**src/rtl/mips_pkg.sv**
```systemverilog
// Shared definitions for the multicycle MIPS core: opcode encodings and the
// PC source selector used by both the fetch datapath and the controller.
package mips_pkg;

  localparam logic [5:0] OP_RTYPE = 6'b000000;
  localparam logic [5:0] OP_LW    = 6'b100011;
  localparam logic [5:0] OP_SW    = 6'b101011;
  localparam logic [5:0] OP_BEQ   = 6'b000100;
  localparam logic [5:0] OP_BNE   = 6'b000101;
  localparam logic [5:0] OP_ADDI  = 6'b001000;
  localparam logic [5:0] OP_J     = 6'b000010;

  typedef enum logic [1:0] {
    PCSRC_ALU    = 2'd0,
    PCSRC_ALUOUT = 2'd1,
    PCSRC_JUMP   = 2'd2,
    PCSRC_HOLD   = 2'd3
  } pcsrc_e;

endpackage

```
**src/rtl/mips_flopenr.sv**
```systemverilog
// Width-parameterised register with synchronous reset to a chosen value and
// a load enable; reset wins over the enable.
module mips_flopenr #(
  parameter int               WIDTH     = 32,
  parameter logic [WIDTH-1:0] RESET_VAL = '0
) (
  input  logic             clk,
  input  logic             reset,
  input  logic             en,
  input  logic [WIDTH-1:0] d,
  output logic [WIDTH-1:0] q
);

  always_ff @(posedge clk) begin
    if (reset)
      q <= RESET_VAL;
    else if (en)
      q <= d;
  end

endmodule

```
**src/rtl/mips_fetch.sv**
```systemverilog
// Fetch and state-holding datapath slice of the multicycle MIPS core: owns
// PC, IR, MDR and ALUOut and decodes instruction fields for the controller.
module mips_fetch
  import mips_pkg::*;
#(
  parameter logic [31:0] RESET_PC = 32'h0000_0000
) (
  input  logic        clk,
  input  logic        reset,
  input  logic        iord,
  input  logic        irwrite,
  input  logic        pcwrite,
  input  logic        branch,
  input  logic        memwrite,
  input  logic [1:0]  pcsrc,
  input  logic [31:0] alu_result,
  input  logic        alu_zero,
  input  logic [31:0] b_data,
  input  logic [31:0] mem_rdata,
  output logic [31:0] mem_addr,
  output logic [31:0] mem_wdata,
  output logic        mem_we,
  output logic [31:0] pc,
  output logic [31:0] instr,
  output logic [5:0]  opcode,
  output logic [5:0]  funct,
  output logic [4:0]  rs,
  output logic [4:0]  rt,
  output logic [4:0]  rd,
  output logic [31:0] imm_sext,
  output logic [31:0] mdr,
  output logic [31:0] aluout,
  output logic [31:0] fetch_count,
  output logic        pc_misaligned
);

  logic [31:0] pc_q, instr_q, mdr_q, aluout_q;
  logic [31:0] pcNext_d;
  logic [31:0] fetchCount_q;
  logic        pcMisaligned_q;
  logic        branchTake, pcEn;
  pcsrc_e      pcSel;

  assign pcSel = pcsrc_e'(pcsrc);

  // The controller folds BEQ and BNE into one branch state, so the polarity
  // of the zero flag is chosen here from the latched opcode.
  always_comb begin
    branchTake = 1'b0;
    case (instr_q[31:26])
      OP_BEQ:  branchTake = alu_zero;
      OP_BNE:  branchTake = ~alu_zero;
      default: branchTake = 1'b0;
    endcase
  end

  always_comb begin
    pcNext_d = pc_q;
    case (pcSel)
      PCSRC_ALU:    pcNext_d = alu_result;
      PCSRC_ALUOUT: pcNext_d = aluout_q;
      PCSRC_JUMP:   pcNext_d = {pc_q[31:28], instr_q[25:0], 2'b00};
      default:      pcNext_d = pc_q;
    endcase
  end

  assign pcEn = (pcwrite | (branch & branchTake)) & (pcSel != PCSRC_HOLD);

  mips_flopenr #(.WIDTH(32), .RESET_VAL(RESET_PC)) uPc (
    .clk(clk), .reset(reset), .en(pcEn), .d(pcNext_d), .q(pc_q)
  );

  mips_flopenr #(.WIDTH(32), .RESET_VAL(32'h0)) uIr (
    .clk(clk), .reset(reset), .en(irwrite), .d(mem_rdata), .q(instr_q)
  );

  mips_flopenr #(.WIDTH(32), .RESET_VAL(32'h0)) uMdr (
    .clk(clk), .reset(reset), .en(1'b1), .d(mem_rdata), .q(mdr_q)
  );

  mips_flopenr #(.WIDTH(32), .RESET_VAL(32'h0)) uAluOut (
    .clk(clk), .reset(reset), .en(1'b1), .d(alu_result), .q(aluout_q)
  );

  // Misalignment is sticky until reset; the offending load is not blocked.
  always_ff @(posedge clk) begin
    if (reset) begin
      fetchCount_q   <= 32'h0;
      pcMisaligned_q <= 1'b0;
    end else begin
      if (irwrite)
        fetchCount_q <= fetchCount_q + 32'd1;
      if (pcEn && (pcNext_d[1:0] != 2'b00))
        pcMisaligned_q <= 1'b1;
    end
  end

  assign mem_addr  = iord ? aluout_q : pc_q;
  assign mem_wdata = b_data;
  assign mem_we    = memwrite;

  assign pc            = pc_q;
  assign instr         = instr_q;
  assign mdr           = mdr_q;
  assign aluout        = aluout_q;
  assign fetch_count   = fetchCount_q;
  assign pc_misaligned = pcMisaligned_q;

  assign opcode   = instr_q[31:26];
  assign rs       = instr_q[25:21];
  assign rt       = instr_q[20:16];
  assign rd       = instr_q[15:11];
  assign funct    = instr_q[5:0];
  assign imm_sext = {{16{instr_q[15]}}, instr_q[15:0]};

endmodule

```
**config.mk**
```make
export PLATFORM = sky130hd
export DESIGN_NAME = mips_fetch
export DESIGN_NICKNAME = d
export VERILOG_FILES = /design/src/rtl/mips_pkg.sv /design/src/rtl/mips_flopenr.sv /design/src/rtl/mips_fetch.sv
export SDC_FILE = /design/constraint.sdc
export NUM_CORES = 1
export LEC_CHECK = 0
export ABC_AREA = 1
export BUFFER_PORTS_ARGS = -buffer_cell sky130_fd_sc_hd__buf_2
export CAP_MARGIN = 20
export CORE_UTILIZATION = 30
export DETAILED_ROUTE_END_ITERATION = 8
export GPL_TIMING_DRIVEN = 0
export SLEW_MARGIN = 20
export SYNTH_ARGS = -nofsm -noshare
export SYNTH_HDL_FRONTEND = slang
export SYNTH_HIERARCHICAL = 1
export SYNTH_SLANG_ARGS = --single-unit
```
**constraint.sdc**
```tcl
create_clock -name clk -period 1.8 [get_ports clk]
set_input_delay 0.09 -clock clk [delete_from_list [all_inputs] [get_ports clk]]
set_output_delay 0.09 -clock clk [all_outputs]
set_load 0.05 [all_outputs]
```
Word-level counts from Yosys, hierarchy flattened
Cells that the tools add are included.
Widths: inputs -> output; s select.
- register bits: 161
- input port bits: 106
- output and inout bits: 285
- word-level logic and storage cells: 29
- $add $sub $neg: 1
- eq/ne operators: 5
- multiplexer cells: 3
- bitwise logic cells: 5
- reduce and logical (&&, ||, !) cells: 7
- operators with widths (operator ; count):
    $pmux 32 s3 ; 1
    $add 32x1->32 const B ; 1
    $mux 32 ; 1
    $eq 6x3->1 const B ; 2
    $reduce_bool 2->1 ; 2
    $reduce_and 3->1 ; 1
    $reduce_bool 3->1 ; 1
    $and 1x1->1 ; 2
    $eq 2x1->1 const B ; 1
    $eq 2x2->1 const B ; 1
    $logic_not 2->1 ; 1
    $ne 2x2->1 const B ; 1
    $not 1->1 ; 2
    $pmux 1 s2 ; 1
    $reduce_and 2->1 ; 1
    $logic_and 1x1->1 ; 1
    $or 1x1->1 ; 1

Longest topological paths before layout
- depth after elaboration: 6
- depth in mapped cells: 11
- mapped depth without buffers: 10

By module
The synthesis kept the hierarchy.
- by module, submodules not included (module ; times used ; cells an instance ; area each (um^2) ; seq. area each (um^2)):
    mips_flopenr ; 4 ; 203 ; 1338.8 ; 640.6
    mips_fetch ; 1 ; 620 ; 3778.6 ; 660.6

Worst setup path before layout
No wires, ideal clock.
- path type: flip-flop to output port
- from: register uPc.q[17]
- to: output port mem_addr[17]
- data arrival time: 1.841 ns
- required time: 1.710 ns
- path slack: -0.131 ns
- stages on the path, launching flop included: 3
- path buffers: 0
- cells stage by stage: dfxtp_1 -> inv_1 -> o21ai_0
- word-level cells in the longest chain between the ends: 1
- RTL lines (item ; line ; source):
    start: declaration ; mips_flopenr.sv:11 ; output logic [WIDTH-1:0] q
    start signal: assignment ; mips_flopenr.sv:16 ; q <= RESET_VAL;
    start signal: assignment ; mips_flopenr.sv:18 ; q <= d;
    $mux 32 ; mips_fetch.sv:98 ; assign mem_addr = iord ? aluout_q : pc_q;
    end: declaration ; mips_fetch.sv:20 ; output logic [31:0] mem_addr,
Every way passes these cells.

Worst setup path after layout
- from: register uIr.q[26]
- to: register uPc.q[14]
- word-level cells in the longest chain between the ends: 6
- elaborated cells on any way between the ends: 7
- classes of those cells: eq/ne: 2; mux: 1; bitwise: 3; reduce/logical: 1
- RTL lines (item ; line ; source):
    start: declaration ; mips_flopenr.sv:11 ;
    start signal: assignment ; mips_flopenr.sv:16 ;
    start signal: assignment ; mips_flopenr.sv:18 ;
    $eq 6x3->1 ; mips_fetch.sv:50 ; case (instr_q[31:26])
    $pmux 1 s2 * ; mips_fetch.sv:50 ;
    $and 1x1->1 * ; mips_fetch.sv:67 ; assign pcEn = (pcwrite | (branch & branchTake)) & (pcSel != PCSRC_HOLD);
    $or 1x1->1 * ; mips_fetch.sv:67 ;
    $and 1x1->1 * ; mips_fetch.sv:67 ;
    named net pcEn ; mips_fetch.sv:41 ; logic branchTake, pcEn;
    $reduce_and 2->1 (no source line) * ; -- ;
The timed path passes the listed nets; every way through them passes the cells marked *.
A chain may end at the register's enable or synchronous reset.

==> reports/results.md <==
• **outcome** completed
• **worst hold start** irwrite
• **sequential-to-total area share from yosys stat** 35.3%
• **Critical Path RT** 2.13 ns
• **IO Count** 391
• **final core utilization** 42.4%
• **placeable core area** 0.0298 mm^2
• **nature of the critical path startpoint** flip-flop
• **synthesized cell area** 0.00913 mm^2
• **clock network power share** 33.7%
• **cell seen most often among critical-path stages** nand2_1
• **aggregate routed wire length** 34,200 um
• **worst flop-to-flop path endpoint** uPc/q[14]$_SDFFE_PP0P_
• **Worst Setup Path Type** reg2reg
• **power density of the placed cells** 871 mW/mm^2
• **Worst R2R Start** uIr/q[26]$_SDFFE_PP0P_
• **num rows** 63
• **Combinational Power Share** 29.9%
• **slowest library cell on the worst path** dfxtp_1
• **power share of the sequential group** 36.4%
• **Synth warnings** 6
• **Period minus WS final** 1.65 ns
• **total power after layout** 11,000 uW
• **highest-count cells in the layout ignoring fill and taps** nand2_1, buf_2, nor2_1, inv_1, dfxtp_1
• **remaining routing DRC violations** 0
• **leading cell types by total area after synthesis** dfxtp_1, nand2_1, nor2_1, inv_1, buf_4
• **share of the synthesized area in the top cell type** 35.3%
• **Cells after Synth** 1,432
• **switching part of the total** 40.2%
• **pin count of the biggest net entering global routing** 22
• **Die Span Y** 176 um
• **final number of hold-violating endpoints** 0
• **die footprint** 0.0311 mm^2
• **proportion of register bits with asynchronous set or reset after synthesis** 0%
• **HPWL Detailed** 26,000 um
• **CTS Root Cell** clkbuf_16
• **count of different cell masters after synthesis** 33
• **worst reg2reg setup slack** 0.15 ns
• **net switching power** 4430 uW
• **total iterations of the first detailed-routing run** 5
• **total of endpoints with negative setup slack in the final report** 0
• **arrival time at the worst endpoint** 1.97 ns
• **TritonCTS buffer count** 17
• **clock tree sinks** 161
• **wire length of the first global-routing pass** 51,000 um
• **Post-CTS Repair Setup Buffers** 0
• **initial standard-cell utilization of the core** 30.7%
• **number of antenna violations at the first check in global routing** 1
• **achievable clock frequency** 0.607 GHz
• **Remaining Overflow, GRT** 0
• **path length in cells of the critical path** 11
• **total vias in the final route** 9,899
• **most used flip-flop cell after synthesis** dfxtp_1
• **unrepaired setup endpoints after global routing** false
• **library cell occupying the most area in the post-synthesis netlist** dfxtp_1
• **Yosys reg bits** 161
• **worst path bufs/invs** 4
• **class of the tightest hold or removal check** in2reg
• **Clock Tree Buf Depth** 2
• **drt via density** 4.35
• **fraction of layout instances using a drive strength above 1** 30.1%
• **clock skew** 0.0160 ns
• **GRT Total Usage** 21.6%
• **horizontal die dimension** 176 um
• **Final Net Count** 1,978
• **Final GP Congestion** 0.902
• **Max-slew headroom** 50.9%
• **crit-path max cell delay** 0.42 ns
• **reported max-cap violation count** 0
• **count of nets left with antenna violations after detail routing** 0
• **number of global-route vias before repair** 9,199
• **TritonCTS clock tree** built
• **final count of pins violating max slew** 0
• **crit-path cells** inv_1 -> nand2_1 -> nand3_1 -> o21bai_4 -> inv_1 -> nor2_1 -> buf_6 -> buf_6 -> nand2_1 -> nand2_1 -> nor2_1
• **Crit path max-delay family** buffers and inverters
• **Max H-tree Level** 4
• **post-synthesis area per instance** 6.38 um^2
• **internal power** 6590 uW
• **IO Port Bufs** 355
• **portion of the clock cycle consumed by the worst path in the final layout** 91.5%
• **largest fanout of any net on the critical path** 10
• **end of the worst hold path** fetch_count[0]$_SDFFE_PP0P_
• **depth of the worst register-to-register path** 11
• **per-cell routed wire length** 15.0 um
• **WHS Path Cells** 3
• **leading cell type in the layout, fill and taps excluded** nand2_1
• **clock latency reported for the late side of the worst-skew pair** 0.44 ns
• **number of design-rule violations left by the first detailed-router iteration** 543
• **Worst Setup End Kind** flip-flop
• **number of flops mapped to enable cells by yosys** 0
• **Worst Setup Slack post-DPL** -0.0409 ns
• **area delta synth->final** 38.5%
• **maximum resistive drop on vdd** 0.516 mV
• **clock-pin slew of the registers on the worst-case setup and hold paths** 0.07 ns
• **slack of the critical path** 0.153 ns
• **P_leak** 0.00705 uW
• **pin slew with the least headroom to its limit** 0.737 ns
-- power by group through the flow --
stage	Sequential (uW)	Clock, uW	Combinational (uW)
after floorplan	4750	0	1680
after global placement	4090	0	3140
after detailed placement	4100	0	3150
after CTS	4020	3790	3270
after global routing	4040	3920	3510
final	4010	3710	3290
-- worst max path at each step --
stage	from	to	slack, ns
after floorplan	fetch_count[0]$_SDFFE_PP0P_	fetch_count[26]$_SDFFE_PP0P_	0.03
after global placement	uIr/q[26]$_SDFFE_PP0P_	uPc/q[11]$_SDFFE_PP0P_	-0.01
after detailed placement	uIr/q[26]$_SDFFE_PP0P_	uPc/q[3]$_SDFFE_PP0P_	-0.04
after CTS	uIr/q[15]$_SDFFE_PP0P_	rd[4]	0.02
after global routing	uIr/q[26]$_SDFFE_PP0P_	uPc/q[28]$_SDFFE_PP0P_	0.02
final	uIr/q[26]$_SDFFE_PP0P_	uPc/q[14]$_SDFFE_PP0P_	0.15
-- cells by family (layout without fill, tap and decap cells) --
family	after synthesis	after routing	synth area share, %
compound gates	111	111	7.23
xor+xnor	4	4	0.384
fa+ha+maj	1	1	0.137
buf+inv	365	816	21.7
flops	161	161	35.3
mux	4	4	0.493
other cells	1	3	0.0411
simple gates	785	785	34.7
-- per-stage QoR --
step	hold WS, ns	std cells	area (um^2)	TNS [ns]
2_1_floorplan	0.272	1433	9140	0
3_3_place_gp	0.391	2178	11400	-0.132
3_5_place_dp	0.403	2178	11400	-0.716
4_1_cts	0.0310	2274	12600	0
5_1_grt	0.0629	2275	12600	0
6_report	0.0516	2275	12600	0
-- cell type report --
class	instances	area, um^2
antenna	1	2.50
buffer	154	1190
clock buffer	17	425
clock inverter	15	165
fill	3207	17100
inverter	211	792
multi-input combinational	907	3940
sequential	161	3220
tap	390	488
timing repair buffer	419	2420
-- sequential cells by signal (all words and copies together), names as in the netlist --
name           count
uIr/q             32
uPc/q             32
uAluOut/q         32
fetch_count       32
pc_misaligned      1
uMdr/q            32
-- metal layers --
layer / track usage [%] / wire, um / vias up
li1: - / - / 5056
met1: 25.1 / 13800 / 4425
met2: 38.5 / 16900 / 386
met3: 5.90 / 2820 / 32
met4: 6.07 / 668 / 0
met5: 0 / 0 / -
-- synthesized netlist by cell type, drive strengths merged (4+ instances only) --
master     n
a21oi     31
a22o      16
buf      145
clkbuf     9
dfxtp    161
inv      211
mux2       4
nand2    405
nand3     36
nand4      4
nor2     334
nor3       5
o2111ai    8
o211ai     4
o21ai     50
-- worst register-to-register path, cell delays in order (launching register included) --
cell	delay (ns)
dfxtp_1	0.42
inv_1	0.06
nand2_1	0.05
nand3_1	0.12
o21bai_4	0.19
inv_1	0.06
nor2_1	0.11
buf_6	0.18
buf_6	0.17
nand2_1	0.07
nand2_1	0.06
nor2_1	0.04
-- timing repair --
action                                 4_1_cts  5_1_grt
hold buffers                                64        0
pin swaps                                    0        0
endpoints found under the hold margin       96        0
setup endpoints to repair                   28       22
resized for setup                            1        2
gates cloned                                 0        0
Power figures use the tool's default switching activity.
